--- src/rtl/lab3_bit_serializer.sv ---
// MSB-first bit serializer with length clamp, enable stalls and a one-cycle done pulse.
// Define SERIALIZER_PARITY_EN to append an even-parity bit after the pattern bits.
module lab3_bit_serializer #(
    parameter int WIDTH = 8
) (
    input  logic             clock,
    input  logic             reset,
    input  logic             load,
    input  logic [WIDTH-1:0] data_in,
    input  logic [3:0]       len,
    input  logic             en,
    output logic             x,
    output logic             busy,
    output logic             done
);

    localparam int FW = WIDTH + 1;

    typedef enum logic [1:0] {IDLE, SHIFT, DONE} state_t;

    state_t           state, state_n;
    logic [FW-1:0]    frame, frame_n;
    logic [3:0]       rem, rem_n;
    logic             x_n, busy_n, done_n;

    logic [3:0]       eff;
    logic [WIDTH-1:0] masked;
    logic [WIDTH-1:0] first;
    logic [FW-1:0]    shifted;
    logic             accept;

    always_comb begin
        eff = (len > 4'(WIDTH)) ? 4'(WIDTH) : len;
        masked = '0;
        for (int i = 0; i < WIDTH; i++) begin
            if (i < int'(eff)) masked[i] = data_in[i];
        end
        first   = masked >> (eff - 4'd1);
        // rem counts bits still to come after the one now on x
        shifted = frame >> (rem - 4'd1);
        accept  = load && (len != 4'd0) && (state != SHIFT);

        state_n = state;
        frame_n = frame;
        rem_n   = rem;
        x_n     = x;
        busy_n  = busy;
        done_n  = 1'b0;

        case (state)
            IDLE, DONE: begin
                if (accept) begin
`ifdef SERIALIZER_PARITY_EN
                    frame_n = {masked, ^masked};
                    rem_n   = eff;
`else
                    frame_n = {1'b0, masked};
                    rem_n   = eff - 4'd1;
`endif
                    x_n     = first[0];
                    busy_n  = 1'b1;
                    state_n = SHIFT;
                end else begin
                    x_n     = 1'b0;
                    busy_n  = 1'b0;
                    state_n = IDLE;
                end
            end
            SHIFT: begin
                if (en) begin
                    if (rem == 4'd0) begin
                        x_n     = 1'b0;
                        busy_n  = 1'b0;
                        done_n  = 1'b1;
                        state_n = DONE;
                    end else begin
                        rem_n = rem - 4'd1;
                        x_n   = shifted[0];
                    end
                end
            end
            default: begin
                x_n     = 1'b0;
                busy_n  = 1'b0;
                state_n = IDLE;
            end
        endcase
    end

    always_ff @(posedge clock) begin
        if (!reset) begin
            state <= IDLE;
            frame <= '0;
            rem   <= '0;
            x     <= 1'b0;
            busy  <= 1'b0;
            done  <= 1'b0;
        end else begin
            state <= state_n;
            frame <= frame_n;
            rem   <= rem_n;
            x     <= x_n;
            busy  <= busy_n;
            done  <= done_n;
        end
    end

endmodule

--- config.mk ---
export PLATFORM = sky130hd
export DESIGN_NAME = lab3_bit_serializer
export DESIGN_NICKNAME = d
export VERILOG_FILES = /design/src/rtl/lab3_bit_serializer.sv
export SDC_FILE = /design/constraint.sdc
export NUM_CORES = 1
export LEC_CHECK = 0
export CAP_MARGIN = 20
export CORE_MARGIN = 4
export CORE_UTILIZATION = 40
export CTS_CLUSTER_DIAMETER = 30
export DETAILED_ROUTE_END_ITERATION = 6
export HOLD_SLACK_MARGIN = 0.12
export SKIP_CTS_REPAIR_TIMING = 1
export SYNTH_ARGS = -nofsm -noshare
export SYNTH_HDL_FRONTEND = slang
export SYNTH_SLANG_ARGS = --single-unit
--- constraint.sdc ---
create_clock -name clock -period 5.29 [get_ports clock]
set_input_delay 1.058 -clock clock [delete_from_list [all_inputs] [get_ports clock]]
set_output_delay 1.058 -clock clock [all_outputs]
set_load 0.01 [all_outputs]
* After elaboration in Yosys (flattened, before gate mapping)
Cells that the tools add are included.
** Storage, ports and cells
- Bits in registers :: 17
- Bits in read-only memories :: 0
- Memories kept :: 0
- Bits in latches :: 0
- RAM bits :: 0
- Input bits :: 16
- Logic and storage cells :: 63
** Operators by class
- Div/mod/pow operators :: 0
- Add/subtract/negate cells :: 2
- Bitwise logic cells :: 0
- Reductions and logical operators :: 11
- Equal/unequal tests :: 7
- Shift operators :: 2
- Multiplexer cells :: 26
- Multiply operators :: 0
- Magnitude comparators :: 9
** Operators with widths (count)
- 3-bit by 4-bit less-than comparator with 1-bit output (first input constant) :: 4
- 1-bit 2-to-1 mux :: 16
- 4-bit 2-to-1 mux :: 4
- 8-bit by 4-bit >> shifter with 1-bit output :: 2
- 1-bit by 4-bit less-than comparator with 1-bit output (first input constant) :: 2
- 2-bit by 4-bit less-than comparator with 1-bit output (first input constant) :: 2
- 2-bit != test (second input constant) :: 4
- 4-bit one-hot mux with 2 select lines :: 1
- 4-bit by 1-bit subtractor with 4-bit output (second input constant) :: 2
- 4-bit greater-than comparator (second input constant) :: 1
- 4-bit zero test :: 1
- 2-bit 2-to-1 mux :: 2
- 1-bit one-hot mux with 2 select lines :: 2
- 2-bit one-hot mux with 2 select lines :: 1
- 2-bit AND reduction :: 2
- 4-bit AND reduction :: 1
- 4-bit nonzero test :: 1
- 3-bit AND reduction :: 1
- 2-bit by 1-bit == test with 1-bit output (second input constant) :: 1
- 2-bit == test (second input constant) :: 1
- 1-bit logical AND :: 2
- 2-bit zero test :: 1
- 2-bit by 1-bit != test with 1-bit output (second input constant) :: 1
- 2-bit nonzero test :: 1
- 2-bit OR reduction :: 1

* Logic depth before layout (Yosys ltp)
- Word-level depth :: 7
- Gate-level depth with buffers :: 9
- Depth with buffers taken out :: 8

* Worst setup path before layout
No wires, ideal clock.
- Path kind :: input-to-reg
- Start point :: input port len[3]
- End point :: register x
- Arrival time :: 2.286 ns
- Stages on the path :: 7
- Setup slack :: 2.877 ns
- Library setup time :: 0.128 ns
- Buffers on the path :: 1
- Path through :: buf_4 nand2b_1 ha_1 a221oi_1 a311oi_2 a41oi_1 o221ai_2
** On the way
- Cells in the longest elaborated chain, start to end :: 7
** RTL lines
- start: declaration :: RTL line 10 : input logic [3:0] len,
- 4-bit greater-than comparator :: RTL line 33 : eff = (len > 4'(WIDTH)) ? 4'(WIDTH) : len;
- 4-bit 2-to-1 mux :: RTL line 33
- 1-bit by 4-bit less-than comparator with 1-bit output (tied with other cells) :: RTL line 36 : if (i < int'(eff)) masked[i] = data_in[i];
- 1-bit 2-to-1 mux :: RTL line 36
- 8-bit by 4-bit >> shifter with 1-bit output :: RTL line 38 : first = masked >> (eff - 4'd1);
- 1-bit 2-to-1 mux (*) :: RTL line 52 : if (accept) begin
- 1-bit one-hot mux with 2 select lines (*) :: RTL line 50 : case (state)
- end signal: assignment :: RTL line 102 : x <= x_n;
- end: declaration :: RTL line 12 : output logic x,
Every way passes the cells marked *; elsewhere a longest branch is shown, timed or not.
A chain may end at the register's enable or synchronous reset.

* Final worst setup path
Ends and elaborated chain as after synthesis.

==> metrics.txt <==
maximum VDD drop=0.000155 V; Avg Synthesized Cell Area=around 9 µm²; Sw Ratio=31.7%; CP required=5.48 ns; P per Cell Area=~240 nW/µm²; crit-path max FO=13; Seq/Total Area, Yosys=approximately 30%; #FFs+latches synth=17; clock power share=22.1%; port bufs=18; starting density of the core=roughly 44%; NumNets Final=161; Synth top cells by count=17 x dfxtp_1, 13 x nand2_1, 8 x a21boi_1, 8 x nand3_1, 8 x nor2_1; core area=~2600 µm²; CTS Buf Count=3; # IOs=19; clock net sink count=17; share of cells above drive strength 1=between 9 and 10%; Post-synth ARST share=0%; Mapped Nets=146; first-pass GRT wire length=around 4500 µm; share of the synthesized area in the top cell type=a little under a third; Simple-Gate Fraction of Synth Area=between 20% and 30%; top post-synthesis cells by area=dfxtp_1 30%, a21boi_1 5.4%, mux4_4 4.5%, nand2_1 4.4%, mux2i_1 3.6%; CP Capture Type=flip-flop; f_max=about 300 MHz; largest family of logic cells by synthesized area=simple AND/OR/NAND/NOR gates; Util after Layout=51.2%; RSZ-0062 raised after global routing=no; CTS clk-pin slew, worst paths=0.10 ns; H-Tree Depth=1; minimum clock period=roughly 3.3 ns; Layout Skew=approximately 0.0079 ns; Yosys warning total=0; CTS Root Cell=clkbuf_4; maxcap violations=0; Internal Power=between 0.0002 and 0.00025 W; synthesis-to-finish area growth=17.2%; vias in the first global route=around 1000; status=complete, no violations; # rows=18; CTS tree=done; Hold Fails Final Rpt=0; number of synthesized flops with an enable pin=0; critical-path cell list=clkdlybuf4s50_1 -> nor2b_1 -> ha_1 -> nor3b_1 -> o31ai_1 -> nand3_1 -> a41oi_1 -> o221ai_2; DP Cell Count=167; setup TNS=0 ns; largest net degree at the start of global routing=19; total gr overflow=0; CP Class=input pin to flip-flop; Worst path slowest cell=clkdlybuf4s50_1; Final Hold Slack=roughly 0.45 ns; most numerous cell in the Yosys netlist=dfxtp_1; Adder-Cell Fraction of Synth Area=under 10%; Slew Viols, Final=0; net switching power figure=0.000101 W; Post-Synth XOR/XNOR Area=roughly 2.3%; ys flop type=dfxtp_1; routed wire length=approximately 2600 µm; post-synth cell types=between 40 and 50; post-synthesis compound-gate area fraction=about 22%; leakage=about 0.48 nW; Vias=slightly below 1000; fin cells=171; Synth Cell Area=1120 µm²; setup violators final=0; drt pass-1 iters=4; post-synthesis cell count=between 100 and 150; relative slew slack=between 60% and 70%; Max clock buf depth=2; post-synth top area cell=dfxtp_1; Combinational Power Share=between 30% and 40%; CP Launch Type=input pin; drt initial violations=26; total track usage=between 15 and 20%; Sequential Power Share=46.0%; antenna fix cells=0; final period utilization=~62%; DRC Markers=0; mux cell area share after synthesis=8.04%; full die area=between 3000 and 4000 µm²; worst min-delay path class=flip-flop to flip-flop; CP peak stage delay=~0.65 ns; placed wire-length estimate=1990 µm; FF-to-FF setup slack=3.40 ns; filler instances=between 200 and 300; die height=approximately 61 µm; initial antenna violation count=0; Routed Antenna Nets=0; RePlAce Congestion=~0.86; Via-to-Cell Ratio=around 5.7; WP data arrival=between 3 and 4 ns; WL/cell=around 15 µm; Tightest Pin Transition=0.594 ns; Die Width=60.9 µm; Clock Latency Late Sink=~0.30 ns
==> kinds of logic (layout without fill, tap and decap cells) <==
group	count (synthesis)	count (layout)
compound gates	32	32
simple gates	53	53
flops	17	17
fa+ha+maj	3	3
mux	6	6
buf+inv	13	27
xor+xnor	3	3
==> layer usage <==
| metal | vias up | share of wire [%] | track usage, % |
|---|---|---|---|
| met5 | - | 0 | 0 |
| met2 | 24 | 44 | 27.2 |
| met1 | 455 | 47 | 20.5 |
| li1 | 488 | - | - |
| met3 | 8 | 6.1 | 4.68 |
| met4 | 0 | 2.7 | 6.81 |
==> cell usage in the layout, fill, tap and decap left out, drive strengths merged, types with 2 or more instances in the layout <==
| cell type | n |
|---|---|
| nor3b | 3 |
| nand2 | 13 |
| ha | 3 |
| clkbuf | 4 |
| dfxtp | 17 |
| nor2 | 8 |
| xnor2 | 2 |
| and2b | 2 |
| o21ai | 6 |
| nand3b | 2 |
| a21oi | 4 |
| nand3 | 8 |
| a21boi | 8 |
| mux2i | 4 |
| clkdlybuf4s50 | 18 |
| mux4 | 2 |
| nor2b | 6 |
| o211ai | 2 |
| inv | 5 |
| nand2b | 3 |
| nand4 | 2 |
==> state kept, by name (all words and copies together), names as in the netlist <==
name / cells
x: 1
done: 1
rem: 4
state: 2
busy: 1
frame: 8
==> worst paths after layout <==
kind	start	end	cells after the start
setup / recovery	len[3]	x$_SDFFE_PN0P_	8
hold reg to reg	frame[0]$_SDFFE_PN0P_	frame[0]$_SDFFE_PN0P_	2
setup reg to reg	rem[0]$_SDFFE_PN0P_	rem[0]$_SDFFE_PN0P_	7
hold / removal	frame[0]$_SDFFE_PN0P_	frame[0]$_SDFFE_PN0P_	2
==> worst max-delay path, delay by kind of cell <==
kind / cells / cell delay, ns
adders and majority gates: 1 / 0.28
buffers and inverters: 1 / 0.65
AOI/OAI and AO/OA: 3 / 0.70
and+or+nand+nor: 3 / 0.78
==> final cells by class <==
cell class / count / area, µm² / share of cell area [%]
Clock buffer: 4 / 26.3 / 2.00
Inverter: 5 / 18.8 / 1.43
Multi-Input combinational cell: 97 / 711 / 54.1
Sequential cell: 17 / 340 / 25.9
Tap cell: 30 / 37.5 / 2.86
Timing Repair Buffer: 18 / 180 / 13.7
==> power groups by stage <==
stage / Clock (W) / Combinational [W] / Sequential (W)
2_1_floorplan: 0 / 0.0000753 / 0.000149
3_3_place_gp: 0 / 0.000101 / 0.000150
3_5_place_dp: 0 / 0.000102 / 0.000151
4_1_cts: 0.0000740 / 0.000103 / 0.000148
5_1_grt: 0.0000810 / 0.000113 / 0.000150
6_report: 0.0000707 / 0.000102 / 0.000147
==> stage by stage <==
stage	area [µm²]	total power (W)	setup WS (ns)
global placement	1290	0.000252	1.87
finish	1310	0.000320	2.01
global route	1310	0.000344	1.91
detailed placement	1290	0.000253	1.73
floorplan	1120	0.000224	2.88
CTS	1310	0.000324	2.06
No activity file was read; power rests on OpenSTA's default activity.
